[src/rtl/n2_dta_ctl.sv]
// n2_dta_ctl: access controller for the 4-way, 128-set D-cache tag array.
// After reset it sweeps the array to invalidate every entry. It then
// serves LSU lookups and miss-path fills; fills take priority.
// Array-facing outputs are registered. Lookup results appear three
// cycles after acceptance.
// Optional feature macro: DTA_PLRU_EN. When defined, a per-set tree
// pseudo-LRU replaces the global round-robin replacement counter.
module n2_dta_ctl #(
    parameter int NUM_SETS = 128,
    parameter int TAG_W    = 29
) (
    input  logic             l2clk,
    input  logic             reset,
    input  logic             lkup_vld,
    input  logic [6:0]       lkup_index,
    input  logic [TAG_W-1:0] lkup_tag,
    output logic             lkup_rdy,
    input  logic             fill_vld,
    input  logic [6:0]       fill_index,
    input  logic [TAG_W-1:0] fill_tag,
    input  logic             fill_valid,
    input  logic             fill_use_repl,
    input  logic [1:0]       fill_way,
    output logic             fill_rdy,
    output logic [1:0]       fill_way_used,
    output logic             hit_vld,
    output logic             hit,
    output logic [1:0]       hit_way,
    output logic             multi_hit,
    output logic             init_done,
    output logic [6:0]       index0_x,
    output logic [6:0]       index1_x,
    output logic             index_sel_x,
    output logic [1:0]       wrway_x,
    output logic             rdreq_x,
    output logic             wrreq_x,
    output logic [TAG_W:0]   wrtag_x,
    output logic             dta_clken,
    input  logic [TAG_W:0]   rdtag_w0_y,
    input  logic [TAG_W:0]   rdtag_w1_y,
    input  logic [TAG_W:0]   rdtag_w2_y,
    input  logic [TAG_W:0]   rdtag_w3_y
);

    typedef enum logic {INIT = 1'b0, RUN = 1'b1} state_t;

    state_t           state, state_d;
    logic [8:0]       sweep_cnt, sweep_cnt_d;
    logic             init_done_d;
    logic [6:0]       index0_d, index1_d;
    logic             index_sel_d, rdreq_d, wrreq_d, clken_d;
    logic [1:0]       wrway_d;
    logic [TAG_W:0]   wrtag_d;
    logic             lkup_acc, fill_acc;
    logic [1:0]       repl_way;

    logic             vld_p1, vld_p2;
    logic [TAG_W-1:0] tag_p1, tag_p2;
    logic [TAG_W:0]   rdtag [4];
    logic [3:0]       match;
    logic [1:0]       first_way;

    assign rdtag[0] = rdtag_w0_y;
    assign rdtag[1] = rdtag_w1_y;
    assign rdtag[2] = rdtag_w2_y;
    assign rdtag[3] = rdtag_w3_y;

    // Next-state, handshakes and next array command. The sweep leaves INIT
    // only once the write for the last set/way is already on the array pins.
    always_comb begin
        state_d     = state;
        sweep_cnt_d = sweep_cnt;
        init_done_d = init_done;
        index0_d    = '0;
        index1_d    = '0;
        index_sel_d = 1'b0;
        rdreq_d     = 1'b0;
        wrreq_d     = 1'b0;
        clken_d     = 1'b0;
        wrway_d     = '0;
        wrtag_d     = '0;
        lkup_rdy    = 1'b0;
        fill_rdy    = 1'b0;
        lkup_acc    = 1'b0;
        fill_acc    = 1'b0;
        case (state)
            INIT: begin
                if (wrreq_x && ({index1_x, wrway_x} == 9'h1FF)) begin
                    state_d     = RUN;
                    init_done_d = 1'b1;
                    sweep_cnt_d = '0;
                end else begin
                    wrreq_d     = 1'b1;
                    index_sel_d = 1'b1;
                    clken_d     = 1'b1;
                    index1_d    = sweep_cnt[8:2];
                    wrway_d     = sweep_cnt[1:0];
                    sweep_cnt_d = sweep_cnt + 9'd1;
                end
            end
            RUN: begin
                fill_rdy = 1'b1;
                lkup_rdy = ~fill_vld;
                fill_acc = fill_vld;
                lkup_acc = lkup_vld & ~fill_vld;
                if (fill_acc) begin
                    wrreq_d     = 1'b1;
                    index_sel_d = 1'b1;
                    clken_d     = 1'b1;
                    index1_d    = fill_index;
                    wrtag_d     = {fill_valid, fill_tag};
                    wrway_d     = fill_use_repl ? repl_way : fill_way;
                end else if (lkup_acc) begin
                    rdreq_d  = 1'b1;
                    clken_d  = 1'b1;
                    index0_d = lkup_index;
                end
            end
            default: state_d = INIT;
        endcase
    end

    // State, sweep counter and registered array command.
    always_ff @(posedge l2clk) begin
        if (reset) begin
            state       <= INIT;
            sweep_cnt   <= '0;
            init_done   <= 1'b0;
            index0_x    <= '0;
            index1_x    <= '0;
            index_sel_x <= 1'b0;
            rdreq_x     <= 1'b0;
            wrreq_x     <= 1'b0;
            dta_clken   <= 1'b0;
            wrway_x     <= '0;
            wrtag_x     <= '0;
        end else begin
            state       <= state_d;
            sweep_cnt   <= sweep_cnt_d;
            init_done   <= init_done_d;
            index0_x    <= index0_d;
            index1_x    <= index1_d;
            index_sel_x <= index_sel_d;
            rdreq_x     <= rdreq_d;
            wrreq_x     <= wrreq_d;
            dta_clken   <= clken_d;
            wrway_x     <= wrway_d;
            wrtag_x     <= wrtag_d;
        end
    end

    // Way chosen by the most recent accepted fill.
    always_ff @(posedge l2clk) begin
        if (reset) begin
            fill_way_used <= '0;
        end else if (fill_acc) begin
            fill_way_used <= wrway_d;
        end
    end

    // Lookup tag travels with the request until the array data returns.
    always_ff @(posedge l2clk) begin
        if (reset) begin
            vld_p1 <= 1'b0;
            vld_p2 <= 1'b0;
            tag_p1 <= '0;
            tag_p2 <= '0;
        end else begin
            vld_p1 <= lkup_acc;
            vld_p2 <= vld_p1;
            if (lkup_acc) begin
                tag_p1 <= lkup_tag;
            end
            tag_p2 <= tag_p1;
        end
    end

    // Per-way tag compare and lowest-way priority pick.
    always_comb begin
        for (int w = 0; w < 4; w++) begin
            match[w] = rdtag[w][TAG_W] && (rdtag[w][TAG_W-1:0] == tag_p2);
        end
        first_way = 2'd0;
        if (match[0])      first_way = 2'd0;
        else if (match[1]) first_way = 2'd1;
        else if (match[2]) first_way = 2'd2;
        else if (match[3]) first_way = 2'd3;
    end

    // Registered lookup result, one-cycle hit_vld pulse.
    always_ff @(posedge l2clk) begin
        if (reset) begin
            hit_vld   <= 1'b0;
            hit       <= 1'b0;
            hit_way   <= '0;
            multi_hit <= 1'b0;
        end else begin
            hit_vld <= vld_p2;
            if (vld_p2) begin
                hit       <= |match;
                hit_way   <= first_way;
                multi_hit <= (match & (match - 4'd1)) != 4'd0;
            end
        end
    end

`ifdef DTA_PLRU_EN
    // Tree bits: [0] root (1 = victim in ways 2/3), [1] ways 0/1, [2] ways 2/3.
    logic [2:0] plru [NUM_SETS];
    logic [6:0] idx_p1, idx_p2, hit_idx;
    logic [2:0] fill_bits;

    function automatic logic [2:0] plru_touch(input logic [2:0] bits, input logic [1:0] way);
        logic [2:0] nb;
        nb    = bits;
        nb[0] = ~way[1];
        if (way[1]) nb[2] = ~way[0];
        else        nb[1] = ~way[0];
        return nb;
    endfunction

    // Victim for the set being filled, following the tree bits.
    always_comb begin
        fill_bits = plru[fill_index];
        repl_way  = fill_bits[0] ? {1'b1, fill_bits[2]} : {1'b0, fill_bits[1]};
    end

    // Set index follows the lookup so a hit can update its own set.
    always_ff @(posedge l2clk) begin
        if (reset) begin
            idx_p1  <= '0;
            idx_p2  <= '0;
            hit_idx <= '0;
        end else begin
            if (lkup_acc) begin
                idx_p1 <= lkup_index;
            end
            idx_p2  <= idx_p1;
            hit_idx <= idx_p2;
        end
    end

    // Tree update on hits and fills; the later fill write wins a same-set clash.
    always_ff @(posedge l2clk) begin
        if (reset) begin
            for (int s = 0; s < NUM_SETS; s++) begin
                plru[s] <= '0;
            end
        end else begin
            if (hit_vld && hit) begin
                plru[hit_idx] <= plru_touch(plru[hit_idx], hit_way);
            end
            if (fill_acc) begin
                plru[fill_index] <= plru_touch(plru[fill_index], wrway_d);
            end
        end
    end
`else
    logic [1:0] rr_cnt;

    assign repl_way = rr_cnt;

    // Global round-robin victim, advanced by each replacement fill.
    always_ff @(posedge l2clk) begin
        if (reset) begin
            rr_cnt <= '0;
        end else if (fill_acc && fill_use_repl) begin
            rr_cnt <= rr_cnt + 2'd1;
        end
    end
`endif

endmodule
[config.mk]
export PLATFORM = sky130hd
export DESIGN_NAME = n2_dta_ctl
export DESIGN_NICKNAME = d
export VERILOG_FILES = /design/src/rtl/n2_dta_ctl.sv
export SDC_FILE = /design/constraint.sdc
export NUM_CORES = 1
export LEC_CHECK = 0
export BUFFER_PORTS_ARGS = -buffer_cell sky130_fd_sc_hd__buf_2
export CORE_MARGIN = 2
export CORE_UTILIZATION = 40
export DETAILED_ROUTE_END_ITERATION = 10
export GPL_TIMING_DRIVEN = 0
export MAX_ROUTING_LAYER = met4
export PLACE_DENSITY = 0.72
export SYNTH_ARGS = -nofsm -noshare
export SYNTH_HDL_FRONTEND = slang
export SYNTH_SLANG_ARGS = --single-unit
[constraint.sdc]
create_clock -name l2clk -period 5.4 [get_ports l2clk]
set_clock_uncertainty 0.05 [all_clocks]
set_input_delay 1.62 -clock l2clk [delete_from_list [all_inputs] [get_ports l2clk]]
set_output_delay 1.62 -clock l2clk [all_outputs]
set_load 0.05 [all_outputs]
==> results of run 1 <==
cells in the mapped netlist:
| cell | number | area (um^2) |
|---|---|---|
| buf_2 | 2 | 10.0 |
| a22o_2 | 1 | 10.0 |
| a21oi_1 | 7 | 35.0 |
| mux2i_1 | 3 | 30.0 |
| a22oi_1 | 1 | 7.51 |
| nor2_1 | 28 | 105 |
| clkbuf_1 | 12 | 45.0 |
| xor2_1 | 93 | 815 |
| nand2_1 | 11 | 41.3 |
| nor4_2 | 1 | 12.5 |
| nor4_4 | 1 | 21.3 |
| a21o_1 | 1 | 7.51 |
| and2_1 | 37 | 231 |
| inv_1 | 1 | 3.75 |
| nor2_2 | 1 | 6.26 |
| a32o_1 | 1 | 10.0 |
| or4_4 | 1 | 11.3 |
| buf_1 | 2 | 7.51 |
| nand4_1 | 13 | 81.3 |
| nand3_1 | 7 | 35.0 |
| dfxtp_1 | 129 | 2580 |
| xnor2_1 | 31 | 272 |
| a32oi_1 | 1 | 8.76 |
| and3_1 | 1 | 6.26 |
| or2_2 | 1 | 6.26 |
| nor3_1 | 3 | 15.0 |
| ha_1 | 1 | 12.5 |
| nand4b_1 | 1 | 8.76 |
| nor2b_1 | 34 | 213 |
| or4_1 | 1 | 7.51 |
| o21ai_0 | 2 | 10.0 |
| buf_4 | 1 | 7.51 |
| o21ai_1 | 2 | 10.0 |
| nor4_1 | 26 | 163 |
| o22a_1 | 29 | 254 |
| a22o_1 | 7 | 61.3 |
routing by layer:
metal  up-vias  wire length, um  part of all wire (%)
met5         -                0                     0
met4         0              700                   4.4
met3        41             1120                   7.0
met2       222             8050                    50
met1      2056             6100                    38
li1       2251                -                     -
cell families (layout without fill, tap and decap cells):
group | Yosys count | count (layout) | synth area share, %
other | 0 | 3 | 0
AOI/OAI and AO/OA | 52 | 52 | 8.02
xor gates and xnor gates | 124 | 124 | 21.0
DFF | 129 | 129 | 50.0
adders and majority gates | 1 | 1 | 0.242
buffers and inverters | 18 | 307 | 1.43
and+or+nand+nor | 167 | 167 | 18.7
muxes | 3 | 3 | 0.582
layout by cell type (no fill, tap or decap), types with 2 or more instances in the layout:
cell type,netlist,routed
nor4_1,26,26
and2_1,37,37
bufinv_16,0,4
xor2_1,93,93
mux2i_1,3,3
buf_1,2,2
nor2_1,28,28
a21oi_1,7,7
nor2b_1,34,34
diode_2,0,3
nand3_1,7,7
clkbuf_8,0,4
clkbuf_16,0,17
buf_2,2,261
nand2_1,11,11
xnor2_1,31,31
a22o_1,7,7
nor3_1,3,3
o22a_1,29,29
clkbuf_1,12,16
o21ai_0,2,2
nand4_1,13,13
o21ai_1,2,2
dfxtp_1,129,129
through the flow:
stage                     utilization, %  power (W)  cell area, um^2  setup slack (ps)  hold WS, ps
after CTS                           57.8    0.00232             7300              1400          406
after floorplan                        -    0.00104             5160              1330          364
after global placement              52.9    0.00113             6680              1450          376
after detailed placement            52.9    0.00113             6680              1410          386
final                               57.9    0.00230             7300              1380          403
after global routing                57.9    0.00239             7300              1340          424
report_power, final:
part | leakage (nW) | total [W] | switching, W | internal [W]
registers | 1.04 | 0.000962 | 0.00000447 | 0.000957
clock network | 0.303 | 0.00119 | 0.000374 | 0.000816
logic | 2.23 | 0.000153 | 0.0000729 | 0.0000802
total | 3.57 | 0.00230 | 0.000451 | 0.00185
critical path, stage by stage:
cell and delay [ps]:
buf_2 140, nor2b_1 260, buf_2 320
layout make-up:
| cell class | count | share of cell area [%] |
|---|---|---|
| inverters | 1 | 0.0514 |
| diodes | 3 | 0.103 |
| clock inverters | 5 | 1.71 |
| flip-flops and latches | 129 | 35.4 |
| clock buffers | 25 | 6.78 |
| well taps | 172 | 2.95 |
| repair buffers | 259 | 17.7 |
| multi-input cells | 347 | 34.3 |
| plain buffers | 17 | 0.959 |
worst paths after layout:
check	from	endpoint	slack [ps]
worst max register to register	tag_p2[28]$_SDFF_PP0_	multi_hit$_SDFFE_PP0P_	3070
worst max-delay path	fill_vld	lkup_rdy	1380
worst min-delay path	vld_p1$_SDFF_PP0_	vld_p2$_SDFF_PP0_	400
worst min register to register	vld_p1$_SDFF_PP0_	vld_p2$_SDFF_PP0_	400
sequential cells by signal, summed over array words and instances (netlist names):
name	cells
vld_p1	1
vld_p2	1
fill_way_used	2
multi_hit	1
dta_clken	1
index0_x	7
wrreq_x	1
wrtag_x	30
init_done	1
hit_way	2
sweep_cnt	9
index1_x	7
repl_way	2
hit	1
tag_p2	29
tag_p1	29
wrway_x	2
state	1
hit_vld	1
rdreq_x	1
==> metrics.md, run 1 <==
| Metric | Value |
|---|---|
| Status | `finished clean` |
| Clock sinks | `129` |
| Filler cell count | `1138` |
| Worst hold path type | `flip-flop to flip-flop` |
| Vias in the first global route | `4882` |
| # rows | `41` |
| Final Slew Violations | `0` |
| Gr busiest metal | `met2` |
| Post-Syn Area | `0.00516 mm^2` |
| Largest net degree at the start of global routing | `17` |
| Final cell count without fillers | `958` |
| CTS root buf | `clkbuf_16` |
| Max IR drop VDD | `0.264 mV` |
| Routed via count | `4570` |
| CTS tree | `yes` |
| Syn avg cell area | `10.5 um^2` |
| Clock tree buffer depth | `2` |
| Crit start category | `input pin` |
| Residual DRC | `0` |
| Setup TNS | `0 ps` |
| # hold bufs at CTS | `0` |
| IO Pins | `260` |
| Post_cts resized | `0` |
| CP Max Fanout | `5` |
| Synth unique cells | `36` |
| Worst Path Arrival | `2350 ps` |
| Initial Util | `40.9%` |
| Gr usage total | `23.8%` |
| Die Wd | `118 um` |
| Clk slew on worst S/H paths | `50 ps` |
| Max Freq | `249 MHz` |
| # port buffers | `259` |
| First-pass GRT wire length | `24700 um` |
| Share of layout cells above drive strength 1 | `37.5%` |
| P&R area growth vs syn | `41.4%` |
| Nets | `973` |
| Initial antenna violation count | `3` |
| CTS H-Tree Depth | `4` |
| Post-Synthesis Cells | `494` |
| TritonCTS buffer count | `17` |
| Avg Vias per Cell | `4.77` |
| Hold path depth | `1` |
| Tmin final | `4020 ps` |
| GR Util met1 | `23.7%` |
| Sequential cell area | `0.00258 mm^2` |
| RSZ-0062 raised after global routing | `false` |
| Worst Tran Pin Value | `733 ps` |
| Postcts setup bufs | `0` |
| Routability cong. | `0.961` |
| Setup-failing EPs final | `0` |
| Reg2Reg Depth | `7` |
| Die area | `0.0138 mm^2` |
| Yosys warning count | `0` |
| Grt ovf | `0` |
| Placeable Area | `0.0126 mm^2` |
| Clk_lat worst skew | `410 ps` |
| DRT Pass-1 Iters | `4` |
| DP HPWL | `13000 um` |
| Crit. End Element | `primary output` |
| Required @ worst endpoint | `3730 ps` |
| Pwr/cell area | `315 mW/mm^2` |
| Placed cell count | `925` |
| Die height | `118 um` |
| Flops & latches, synth | `129` |
| Fin crit share | `74.4%` |
| Fin. Hold Viols | `0` |
| GR Layer Usage met3 | `7.12%` |
| Final ANT Viol Nets | `0` |
| 1st-iter DRT viols | `136` |
| Seq/Total Area, Yosys | `50.0%` |
| Post-Syn Nets | `695` |
| Worst rel slew slack | `50.7%` |
| Area of the multi-input gates | `0.00251 mm^2` |
| Routed WL | `16000 um` |
| DR WL/cell | `16.7 um` |
| CP Class | `input pin to primary output` |
| Max Cap Viol | `0` |
| Met2 usage in global routing | `41.9%` |
| Pleak | `3.57 nW` |
(Power assumes the default switching activity.)
==> run 2: changes to the inputs <==
--- a/config.mk
+++ b/config.mk
@@ -5,6 +5,7 @@
 export SDC_FILE = /design/constraint.sdc
 export NUM_CORES = 1
 export LEC_CHECK = 0
+export ABC_AREA = 1
 export BUFFER_PORTS_ARGS = -buffer_cell sky130_fd_sc_hd__buf_2
 export CORE_MARGIN = 2
 export CORE_UTILIZATION = 40
==> constraint.sdc (replaced) <==
create_clock -name l2clk -period 3.4 [get_ports l2clk]
set_clock_uncertainty 0.05 [all_clocks]
set_input_delay 1.02 -clock l2clk [delete_from_list [all_inputs] [get_ports l2clk]]
set_output_delay 1.02 -clock l2clk [all_outputs]
set_load 0.05 [all_outputs]
==> run 2 against run 1 <==
  * Worst hold slack worse by 50 ps
  * Sequential share of layout area down 3.9 points
  * Utilization is 3.3 points lower
  * Non-clock buffer count unchanged
  * Worst setup slack worse by 670 ps
  * Global-route usage grew 0.45 points
  * Critical path depth is the same
  * Power grew 55%
  * Register-to-register slack worse by 1400 ps
  * First-iteration DRC count grew to 2.8 times the previous value
  * Synthesized cell count grew 92%
  * Critical path type unchanged
  * Largest power group unchanged
==> metrics.md, run 2 <==
| Metric | Value |
|---|---|
| Initial Util | `40.4% (was 40.9%)` |
| Max IR drop VDD | `0.471 mV (was 0.264 mV)` |
| Top cells by area, synth | `dfxtp_1 42%, nand2_1 19%, nor2_1 10%, inv_1 10%, o22a_1 4.2% (was dfxtp_1 50%, xor2_1 16%, xnor2_1 5.3%, o22a_1 4.9%, and2_1 4.5%)` |
| Gr usage total | `24.3% (was 23.8%)` |
| Flops & latches, synth | `129 (unchanged)` |
| IO Pins | `260 (unchanged)` |
| Fin worst setup slack | `718 ps (was 1380 ps)` |
| Crit start category | `input pin (unchanged)` |
| Post_cts resized | `0 (unchanged)` |
| Syn avg cell area | `6.42 um^2 (was 10.5 um^2)` |
| Commonest non-fill, non-tap cell in the layout | `nand2_1 (was buf_2)` |
| Tmin final | `2680 ps` |
| Die height | `127 um (was 118 um)` |
| Postcts setup bufs | `0 (unchanged)` |
| Largest register FFs | `30 (unchanged)` |
| Worst Path Arrival | `1610 ps (was 2350 ps)` |
| Setup-failing EPs final | `0 (unchanged)` |
| Post-layout util | `54.5% (was 57.9%)` |
| Final Slew Violations | `0 (unchanged)` |
| Die Wd | `127 um (was 118 um)` |
| Yosys top cell area share | `42.5% (was 50.0%)` |
| Most frequent cells in the layout | `301 x nand2_1, 265 x buf_2, 167 x nor2_1 (was 261 x buf_2, 129 x dfxtp_1, 93 x xor2_1)` |
| RSZ-0062 raised after global routing | `false (unchanged)` |
| DR WL/cell | `13.4 um (was 16.7 um)` |
| Status | `finished clean (unchanged)` |
| P&R area growth vs syn | `34.8% (was 41.4%)` |
| TritonCTS buffer count | `17 (unchanged)` |
| Largest net degree at the start of global routing | `17 (unchanged)` |
| Post-Syn Area | `0.00608 mm^2 (was 0.00516 mm^2)` |
| DRT Pass-1 Iters | `7 (was 4)` |
| Post-Syn Nets | `1148 (was 695)` |
| Pleak | `4.50 nW (was 3.57 nW)` |
| Dpl ws | `727 ps (was 1410 ps)` |
| CTS root buf | `clkbuf_16 (unchanged)` |
| Seq/Total Area, Yosys | `42.5% (was 50.0%)` |
| 1st-iter DRT viols | `383 (was 136)` |
| First-pass GRT wire length | `29300 um (was 24700 um)` |
| Final ANT Viol Nets | `0 (unchanged)` |
| Post-synth EDFFs | `0 (unchanged)` |
| Largest Register | `wrtag_x (unchanged)` |
| Share of layout cells above drive strength 1 | `27.1% (was 37.5%)` |
| Pint | `0.00275 W (was 0.00185 W)` |
| Routed WL | `19200 um (was 16000 um)` |
| CTS H-Tree Depth | `4 (unchanged)` |
| Placeable Area | `0.0150 mm^2 (was 0.0126 mm^2)` |
| Area leader, netlist | `dfxtp_1 (unchanged)` |
| # hold bufs at CTS | `0 (unchanged)` |
| Asr flop ratio synth | `0% (unchanged)` |
| Required @ worst endpoint | `2330 ps (was 3730 ps)` |
| Clock sinks | `129 (unchanged)` |
| Max Freq | `373 MHz` |
| Routability cong. | `0.927 (was 0.961)` |
| Clk_lat worst skew | `410 ps (about the same)` |
| Logic pwr share | `8.3% (was 6.6%)` |
| Clock share of power | `49.0% (was 51.6%)` |
| Initial antenna violation count | `3 (unchanged)` |
| Sequential power share | `42.6% (was 41.7%)` |
| Pwr/cell area | `436 mW/mm^2 (was 315 mW/mm^2)` |
| Leading registers by flop count | `wrtag_x: 30 flops, tag_p1: 29 flops, tag_p2: 29 flops (unchanged)` |
| Max Cap Viol | `0 (unchanged)` |
| Fin. Hold Viols | `0 (unchanged)` |
| # port buffers | `259 (unchanged)` |
| Most used DFF post-synth | `dfxtp_1 (unchanged)` |
| Die area | `0.0162 mm^2 (was 0.0138 mm^2)` |
| Switching part of the total | `23.1% (was 19.6%)` |
| Post-Synthesis Cells | `947 (was 494)` |
| Yosys warning count | `0 (unchanged)` |
| Leading cell type by number of instances after synthesis | `nand2_1 (was dfxtp_1)` |
| Sw power | `0.000825 W (was 0.000451 W)` |
| Setup TNS | `0 ps (unchanged)` |
| Grt ovf | `0 (unchanged)` |
| DP HPWL | `15800 um (was 13000 um)` |
| Vias in the first global route | `5905 (was 4882)` |
| CP Max Fanout | `3 (was 5)` |
| Clk slew on worst S/H paths | `60 ps (was 50 ps)` |
| Synth unique cells | `28 (was 36)` |
| Avg Vias per Cell | `4.56 (was 4.77)` |
| Worst Tran Pin Value | `825 ps (was 733 ps)` |
| Worst hold path type | `flip-flop to flip-flop (unchanged)` |
| Residual DRC | `0 (unchanged)` |
| CP Class | `input pin to primary output (unchanged)` |
| Routed via count | `6512 (was 4570)` |
| Nets | `1426 (was 973)` |
| Fin crit share | `78.9%` |
| Clock tree buffer depth | `2 (unchanged)` |
| Worst rel slew slack | `44.4% (was 50.7%)` |
| # rows | `45 (was 41)` |
| CTS tree | `yes (unchanged)` |
| Top cells by count, synth | `301 x nand2_1, 167 x nor2_1, 163 x inv_1 (was 129 x dfxtp_1, 93 x xor2_1, 37 x and2_1)` |
| Crit. End Element | `primary output (unchanged)` |
-- run 2: cell count changes after synthesis, sizes merged, moves of 28 or more --
cell and change:
nand2 +291, inv +190, nor2 +146, xor2 -81, o21ai +43, and2 -37, nor2b -34, xnor2 -31
nor4 -28
-- run 2: per-stage QoR --
| stage | instances | hold WS (ps) | power, W | cell area [um^2] |
|---|---|---|---|---|
| after global routing | 1428 | 372 | 0.00371 | 8200 |
| after detailed placement | 1394 | 345 | 0.00185 | 7610 |
| after CTS | 1425 | 356 | 0.00361 | 8190 |
| after global placement | 1394 | 342 | 0.00185 | 7610 |
| after floorplan | 947 | 338 | 0.00168 | 6080 |
| final | 1428 | 353 | 0.00358 | 8200 |
-- run 2: area by class of cell --
type	count	area, um^2
Antenna cell	3	7.51
Inverter	191	717
Clock buffer	19	443
Tap cell	188	235
Fill cell	1501	6840
Sequential cell	129	2580
Multi-Input combinational cell	610	2700
Buffer	17	78.8
Clock inverter	12	135
Timing Repair Buffer	259	1300
-- run 2: power by group through the flow --
stage | logic [W] | registers, W | clock network, W
3_3_place_gp | 0.000293 | 0.00156 | 0
4_1_cts | 0.000297 | 0.00152 | 0.00179
6_report | 0.000298 | 0.00152 | 0.00175
2_1_floorplan | 0.000117 | 0.00157 | 0
5_1_grt | 0.000332 | 0.00152 | 0.00185
3_5_place_dp | 0.000295 | 0.00156 | 0
-- run 2: per-layer routing --
layer	global-route usage, %	routed length, um
met5	-	0
met3	6.16	1500
met1	28.3	8000
met2	40.9	9310
met4	8.02	379
-- run 2: critical path, stage by stage --
cell and delay [ps]:
buf_2 130, nor2_2 170, buf_2 300
-- run 2: final timing paths --
| check | cells past startpoint | end | start | slack (ps) |
|---|---|---|---|---|
| max | 3 | lkup_rdy | fill_vld | 720 |
| min | 2 | vld_p2$_SDFF_PP0_ | vld_p1$_SDFF_PP0_ | 350 |
| max reg2reg | 12 | multi_hit$_SDFFE_PP0P_ | tag_p2[10]$_SDFF_PP0_ | 1680 |
| min reg2reg | 2 | vld_p2$_SDFF_PP0_ | vld_p1$_SDFF_PP0_ | 350 |
-- run 2: logic make-up (layout without fill, tap and decap cells) --
logic type	count (synthesis)	after routing	synth area share, %
other	0	3	0
AOI/OAI and AO/OA	97	97	10.5
buffers and inverters	208	498	13.1
and+or+nand+nor	500	500	32.0
adders and majority gates	1	1	0.206
DFF	129	129	42.5
xor gates and xnor gates	12	12	1.73
